**config.mk**
```make
export PLATFORM = sky130hd
export DESIGN_NAME = dbgbus_initiator
export DESIGN_NICKNAME = d
export VERILOG_FILES = /design/src/rtl/dbgbus_pkg.sv /design/src/rtl/dbgbus_timeout.sv /design/src/rtl/dbgbus_initiator.sv
export SDC_FILE = /design/constraint.sdc
export NUM_CORES = 1
export LEC_CHECK = 0
export CAP_MARGIN = 40
export CORE_UTILIZATION = 54
export CTS_BUF_LIST = sky130_fd_sc_hd__clkbuf_4
export DETAILED_ROUTE_END_ITERATION = 6
export PLACE_DENSITY = 0.85
export SETUP_SLACK_MARGIN = 0.5
export SLEW_MARGIN = 20
export SYNTH_ARGS = -nofsm -noshare
export SYNTH_HDL_FRONTEND = slang
export SYNTH_SLANG_ARGS = --single-unit
```
**constraint.sdc**
```tcl
create_clock -name clk -period 6.8 [get_ports clk]
set_clock_uncertainty 0.05 [all_clocks]
set_input_delay 1.36 -clock clk [delete_from_list [all_inputs] [get_ports clk]]
set_output_delay 1.36 -clock clk [all_outputs]
set_load 0.1 [all_outputs]
```
**src/rtl/dbgbus_pkg.sv**
```systemverilog
// Shared encodings for the 34-bit debug-bus command/response interface.
// Used by the initiator, the bus master and the testbench model.
package dbgbus_pkg;

  // cmd_word[33:32]
  localparam logic [1:0] CMD_SETADDR = 2'b00;
  localparam logic [1:0] CMD_WRITE   = 2'b01;
  localparam logic [1:0] CMD_READ    = 2'b10;

  // rsp_word[33:32]
  localparam logic [1:0] RSP_ADDR  = 2'b00;
  localparam logic [1:0] RSP_WACK  = 2'b01;
  localparam logic [1:0] RSP_RDATA = 2'b10;
  localparam logic [1:0] RSP_ERR   = 2'b11;

  typedef enum logic [2:0] {
    ST_IDLE      = 3'd0,
    ST_SEND_ADDR = 3'd1,
    ST_SEND_OP   = 3'd2,
    ST_WAIT_RSP  = 3'd3,
    ST_RESP      = 3'd4
  } dbgbus_state_t;

  function automatic logic [33:0] mk_cmd(input logic [1:0] op, input logic [31:0] payload);
    return {op, payload};
  endfunction

  // Address the master will hold after one auto-increment; wraps modulo 2^32.
  function automatic logic [31:0] next_word_addr(input logic [31:0] addr);
    return addr + 32'd4;
  endfunction

endpackage

```
**src/rtl/dbgbus_timeout.sv**
```systemverilog
// Response timeout for the debug-bus initiator.
// Down-counter loaded on clr; expired pulses on the TIMEOUT_CYCLES-th enabled cycle
// after the load (terminal count of zero while enabled).
module dbgbus_timeout #(
  parameter int TIMEOUT_CYCLES = 1024
) (
  input  logic clk,
  input  logic reset,
  input  logic clr,
  input  logic en,
  output logic expired
);

  localparam int CW = (TIMEOUT_CYCLES > 2) ? $clog2(TIMEOUT_CYCLES) : 1;
  localparam logic [CW-1:0] LOAD_VAL = CW'(TIMEOUT_CYCLES - 1);

  logic [CW-1:0] cnt_q;

  // Load on clear, count down while waiting, park at zero.
  always_ff @(posedge clk or posedge reset) begin
    if (reset) begin
      cnt_q <= LOAD_VAL;
    end else if (clr) begin
      cnt_q <= LOAD_VAL;
    end else if (en && (cnt_q != '0)) begin
      cnt_q <= cnt_q - CW'(1);
    end
  end

  // Terminal-count compare.
  always_comb begin
    expired = en && (cnt_q == '0);
  end

endmodule

```
**src/rtl/dbgbus_initiator.sv**
```systemverilog
// Host-side debug-bus initiator: turns single-word load/store requests into
// set-address + read/write command sequences and returns the matching response.
// Keeps a copy of the master's auto-incremented address so that sequential
// accesses skip the set-address command.
//
// state        | meaning
// -------------+-----------------------------------------------------------
// ST_IDLE      | req_ready high, waiting for a request
// ST_SEND_ADDR | presenting {00,addr}, held while cmd_busy
// ST_SEND_OP   | presenting the write or read command, held while cmd_busy
// ST_WAIT_RSP  | waiting for write ack / read data / bus error, timeout armed
// ST_RESP      | one-cycle resp_valid pulse back to the CPU
module dbgbus_initiator
  import dbgbus_pkg::*;
#(
  parameter int TIMEOUT_CYCLES = 1024,
  parameter bit ADDR_CACHE     = 1'b1
) (
  input  logic        clk,
  input  logic        reset,
  input  logic        req_valid,
  output logic        req_ready,
  input  logic        req_we,
  input  logic [31:0] req_addr,
  input  logic [31:0] req_wdata,
  output logic        resp_valid,
  output logic [31:0] resp_rdata,
  output logic        resp_err,
  output logic        cmd_stb,
  output logic [33:0] cmd_word,
  input  logic        cmd_busy,
  input  logic        rsp_stb,
  input  logic [33:0] rsp_word
);

  dbgbus_state_t state_q, state_d;

  logic        we_q;
  logic [31:0] addr_q;
  logic [31:0] wdata_q;
  logic        cache_valid_q;
  logic [31:0] cache_addr_q;

  logic        req_take;
  logic        req_misaligned;
  logic        cache_hit;
  logic        cmd_xfer;
  logic [1:0]  rsp_type;
  logic        rsp_ok;
  logic        rsp_bad;
  logic        to_clr;
  logic        to_en;
  logic        to_expired;

  logic        cur_we;
  logic [31:0] cur_addr;
  logic [31:0] cur_wdata;
  logic        cmd_stb_d;
  logic [33:0] cmd_word_d;

  assign req_take       = (state_q == ST_IDLE) && req_valid;
  assign req_misaligned = (req_addr[1:0] != 2'b00);
  assign cache_hit      = ADDR_CACHE && cache_valid_q && (req_addr == cache_addr_q);
  assign cmd_xfer       = cmd_stb && !cmd_busy;
  assign rsp_type       = rsp_word[33:32];
  // Address echoes are dropped; only ack, data or error end the wait.
  assign rsp_ok  = (state_q == ST_WAIT_RSP) && rsp_stb &&
                   ((rsp_type == RSP_WACK) || (rsp_type == RSP_RDATA));
  assign rsp_bad = (state_q == ST_WAIT_RSP) && rsp_stb && (rsp_type == RSP_ERR);

  // Counter restarts as the op command leaves; it only runs in WAIT_RSP, so a
  // master that never drops cmd_busy stalls rather than times out.
  assign to_clr = (state_q == ST_SEND_OP) && cmd_xfer;
  assign to_en  = (state_q == ST_WAIT_RSP);

  dbgbus_timeout #(
    .TIMEOUT_CYCLES(TIMEOUT_CYCLES)
  ) u_timeout (
    .clk    (clk),
    .reset  (reset),
    .clr    (to_clr),
    .en     (to_en),
    .expired(to_expired)
  );

  // State register.
  always_ff @(posedge clk or posedge reset) begin
    if (reset) begin
      state_q <= ST_IDLE;
    end else begin
      state_q <= state_d;
    end
  end

  // Next-state logic.
  always_comb begin
    state_d = state_q;
    case (state_q)
      ST_IDLE: begin
        if (req_valid) begin
          if (req_misaligned) begin
            state_d = ST_RESP;
          end else if (cache_hit) begin
            state_d = ST_SEND_OP;
          end else begin
            state_d = ST_SEND_ADDR;
          end
        end
      end
      ST_SEND_ADDR: begin
        if (cmd_xfer) state_d = ST_SEND_OP;
      end
      ST_SEND_OP: begin
        if (cmd_xfer) state_d = ST_WAIT_RSP;
      end
      ST_WAIT_RSP: begin
        if (rsp_ok || rsp_bad || to_expired) state_d = ST_RESP;
      end
      ST_RESP: begin
        state_d = ST_IDLE;
      end
      default: begin
        state_d = ST_IDLE;
      end
    endcase
  end

  // Output decode: ready flag and the command the next state will present.
  // In IDLE the request fields come straight from the port so the first
  // command is registered on the handshake edge.
  always_comb begin
    req_ready  = (state_q == ST_IDLE);
    cur_we     = (state_q == ST_IDLE) ? req_we    : we_q;
    cur_addr   = (state_q == ST_IDLE) ? req_addr  : addr_q;
    cur_wdata  = (state_q == ST_IDLE) ? req_wdata : wdata_q;
    cmd_stb_d  = 1'b0;
    cmd_word_d = cmd_word;
    case (state_d)
      ST_SEND_ADDR: begin
        cmd_stb_d  = 1'b1;
        cmd_word_d = mk_cmd(CMD_SETADDR, cur_addr);
      end
      ST_SEND_OP: begin
        cmd_stb_d  = 1'b1;
        cmd_word_d = cur_we ? mk_cmd(CMD_WRITE, cur_wdata) : mk_cmd(CMD_READ, 32'h0);
      end
      default: begin
        cmd_stb_d  = 1'b0;
      end
    endcase
  end

  // Command port registers; stable under cmd_busy because the state holds.
  always_ff @(posedge clk or posedge reset) begin
    if (reset) begin
      cmd_stb  <= 1'b0;
      cmd_word <= '0;
    end else begin
      cmd_stb  <= cmd_stb_d;
      cmd_word <= cmd_word_d;
    end
  end

  // Capture the request on the handshake.
  always_ff @(posedge clk or posedge reset) begin
    if (reset) begin
      we_q    <= 1'b0;
      addr_q  <= '0;
      wdata_q <= '0;
    end else if (req_take) begin
      we_q    <= req_we;
      addr_q  <= req_addr;
      wdata_q <= req_wdata;
    end
  end

  // CPU response registers; rdata and err hold between completions.
  always_ff @(posedge clk or posedge reset) begin
    if (reset) begin
      resp_valid <= 1'b0;
      resp_rdata <= '0;
      resp_err   <= 1'b0;
    end else begin
      resp_valid <= (state_d == ST_RESP);
      if (req_take && req_misaligned) begin
        resp_err <= 1'b1;
      end else if (rsp_ok) begin
        resp_err <= 1'b0;
        if (!we_q) resp_rdata <= rsp_word[31:0];
      end else if (rsp_bad || to_expired) begin
        resp_err <= 1'b1;
      end
    end
  end

  // Shadow of the master's address pointer; any failure leaves it unknown.
  always_ff @(posedge clk or posedge reset) begin
    if (reset) begin
      cache_valid_q <= 1'b0;
      cache_addr_q  <= '0;
    end else if (rsp_ok) begin
      cache_valid_q <= 1'b1;
      cache_addr_q  <= next_word_addr(addr_q);
    end else if (rsp_bad || to_expired) begin
      cache_valid_q <= 1'b0;
    end
  end

endmodule

```
==> flow_metrics.env <==
export IMPL_maxCapViolCount=0
export IMPL_status="completed"
export IMPL_r2r_cells=8
export IMPL_syn_inst=707
export IMPL_path_class="primary input to flop"
export IMPL_tns_ns=0
export IMPL_synth_seq_cells=180
export IMPL_ios=174
export IMPL_syn_area_um2=8670
export IMPL_synth_top_area_cell="dfrtp_1"
export IMPL_cts_root_buf="clkbuf_4"
export IMPL_antenna_found_initial=1
export IMPL_drive_above_1_share_pct=27.6
export IMPL_synth_xor_area_share_pct=6.87
export IMPL_cts_setup_buffers=0
export IMPL_start_util_pct=56.2
export IMPL_grtUsageTotal_pct=28.9
export IMPL_dpl_hpwl_um=16800
export IMPL_hold_path_class="flop to flop"
export IMPL_dp_cells=1133
export IMPL_cts_hold_buf=0
export IMPL_synth_fa_ha_area_share_pct=0.577
export IMPL_synth_net_count=815
export IMPL_dieArea_um2=16600
export IMPL_rows=45
export IMPL_drt_iter0_drc=459
export IMPL_cts_resized=0
export IMPL_ys_top_cells_by_count="dfrtp_1 (170), mux2_2 (129), mux2i_1 (64)"
export IMPL_dr_total_vias=6603
export IMPL_ir_drop_mv=0.285
export IMPL_required_ns=7.28
export IMPL_maxSlewViolCount=0
export IMPL_hold_depth=2
export IMPL_grt_max_degree=76
export IMPL_synth_area_top_cells="dfrtp_1 (49%), mux2_2 (17%), mux2i_1 (7.4%), xnor2_1 (4.1%), dfstp_2 (3.0%)"
export IMPL_synth_distinct_cells=42
export IMPL_final_cells=1166
export IMPL_grt_pass1_vias=6830
export IMPL_htree_levels=4
export IMPL_start_kind="primary input"
export IMPL_wl_per_cell_um=19.4
export IMPL_yosys_warnings=0
export IMPL_coreArea_um2=15400
export IMPL_synth_edf_count=0
export IMPL_syn_avg_cell_area_um2=12.3
export IMPL_gp_congestion=0.833
export IMPL_dominantRegCellSynth="dfrtp_1"
export IMPL_p_leak_nw=5.32
export IMPL_post_place_ws_ns=2.59
export IMPL_fin_crit_sh_pct=53.1
export IMPL_nNetsFinal=1049
export IMPL_path_max_fanout=42
export IMPL_rrSetupSlack_ns=3.52
export IMPL_max_freq_ghz=0.277
export IMPL_cts_tree="yes"
export IMPL_slew_headroom_pct=51.2
export IMPL_fill_cells=937
export IMPL_antenna_left=0
export IMPL_io_buffer_count=173
export IMPL_finalWorstSetupSlack_ns=3.19
export IMPL_synth_compound_area_share_pct=5.80
export IMPL_synth_seq_area_share_pct=52.1
export IMPL_synthToLayoutAreaGrowth_pct=39.0
export IMPL_async_reset_ff_share_pct=100
export IMPL_cts_buffer_depth=2
export IMPL_finalHoldViolCount=0
export IMPL_finalWirelength_um=22600
export IMPL_synth_top_cell_area_share_pct=49.1
export IMPL_muxShareOfSynthArea_pct=24.1
export IMPL_cts_buffers=17
export IMPL_chipHeight_um=129
export IMPL_numClockSinks=180
export IMPL_clkLatencyLatePin_ns=0.61
export IMPL_setup_viol=0
export IMPL_drcViolationCount=0
export IMPL_avgViaCountPerCell=5.66
export IMPL_power_density_nw_per_um2=527
export IMPL_min_period_ns=3.61
export IMPL_firstDrtPassIters=5
export IMPL_dieWidth_um=129
export IMPL_cp_arrival_ns=4.09
export IMPL_rsz0062_at_grt="no"
export IMPL_synth_top_family_by_area="multiplexers"
export IMPL_clk_pin_slew_ns=0.15
export IMPL_yosysMostFrequentCell="dfrtp_1"
export IMPL_grt_ovfl_total=0
export IMPL_worstSetupEndpointType="flop"
export IMPL_tightest_slew_ns=0.732
export IMPL_synthSimpleGateAreaFrac_pct=8.15
export IMPL_grt_pass1_wl_um=36000
cell families (layout without fill, tap and decap cells):
| family | after synthesis | count (layout) |
|---|---|---|
| adders and majority gates | 4 | 4 |
| buffers and inverters | 45 | 292 |
| DFF | 180 | 180 |
| and+or+nand+nor | 139 | 139 |
| other | 0 | 1 |
| muxes | 193 | 193 |
| xor gates and xnor gates | 68 | 68 |
| AOI/OAI and AO/OA | 78 | 78 |
placed cells by master, fill, tap and decap left out, drive strengths merged:
cell,count
inv,11
buf,80
mux2,129
or4,3
or3,1
nor4,6
nor2b,2
o221ai,1
o41ai,1
mux2i,64
a21o,2
dfrtp,170
nand3b,2
nor3,7
clkinvlp,2
nand2b,4
nor2,11
diode,1
a21boi,2
clkinv,4
nand4,12
a21oi,4
dfstp,10
nand2,59
a211oi,1
ha,4
clkdlybuf4s50,173
nand3,16
and3b,1
clkbuf,18
and3,9
or3b,1
and4,4
xnor2,41
bufinv,4
o211ai,2
nor4b,1
xor2,27
o21ai,33
a22oi,32
per-stage QoR:
stage / cell area (µm²) / util (%) / power [W] / hold WS [ns]
floorplan: 8670 / - / 0.00432 / 0.405
global placement: 10600 / 68.6 / 0.00500 / 0.422
detailed placement: 11700 / 75.9 / 0.00567 / 0.435
CTS: 12000 / 78.1 / 0.00636 / 0.461
global route: 12100 / 78.1 / 0.00664 / 0.485
finish: 12100 / 78.1 / 0.00635 / 0.454
flip-flops by register name, summed over array words and instances (netlist names):
register and flops:
wdata_q 32, state_q 3, we_q 1, u_timeout.cnt_q 10, cache_valid_q 1, resp_err 1
cmd_word 34, resp_valid 1, resp_rdata 32, addr_q 32, cmd_stb 1, cache_addr_q 32
critical path: stages:
cell             delay, ns
clkdlybuf4s50_1       0.46
nand2_2               0.52
buf_4                 0.63
nor3_1                0.16
a21oi_4               0.15
buf_4                 0.49
mux2i_1               0.29
metal layers:
metal  up-vias  routed length, µm  GRT usage (%)
li1       2995                  -              -
met1      3290               9180           35.4
met2       272              11200           48.6
met3        46               1600           7.65
met4         0                636           12.2
met5         -                  0              0
area by class of cell:
type                            count  area, µm²  area share (%)
Tap cell                          211        264            2.19
Clock inverter                     14        198            1.64
Antenna cell                        1       2.50          0.0208
Timing Repair Buffer              253       2910            24.2
Sequential cell                   180       4520            37.5
Multi-Input combinational cell    482       3990            33.1
Inverter                            7       31.3           0.260
Clock buffer                       18        135            1.12
power by group:
| part | leakage, nW | total [W] | internal [W] | switching (W) |
|---|---|---|---|---|
| clock | 0.174 | 0.000686 | 0.000300 | 0.000386 |
| combinational | 2.89 | 0.00376 | 0.00159 | 0.00218 |
| sequential | 2.26 | 0.00190 | 0.00153 | 0.000373 |
path summary, 6_finish.rpt:
path / startpoint / to
worst max-delay path: req_valid / cmd_word[7]
worst min-delay path: addr_q[1] / cache_addr_q[1]
worst max register to register: state_q[1] / cmd_word[7]
worst min register to register: addr_q[1] / cache_addr_q[1]
max in group asynchronous: reset / cmd_word[3]
min in group asynchronous: reset / resp_rdata[25]
Power figures use the tool's default switching activity.
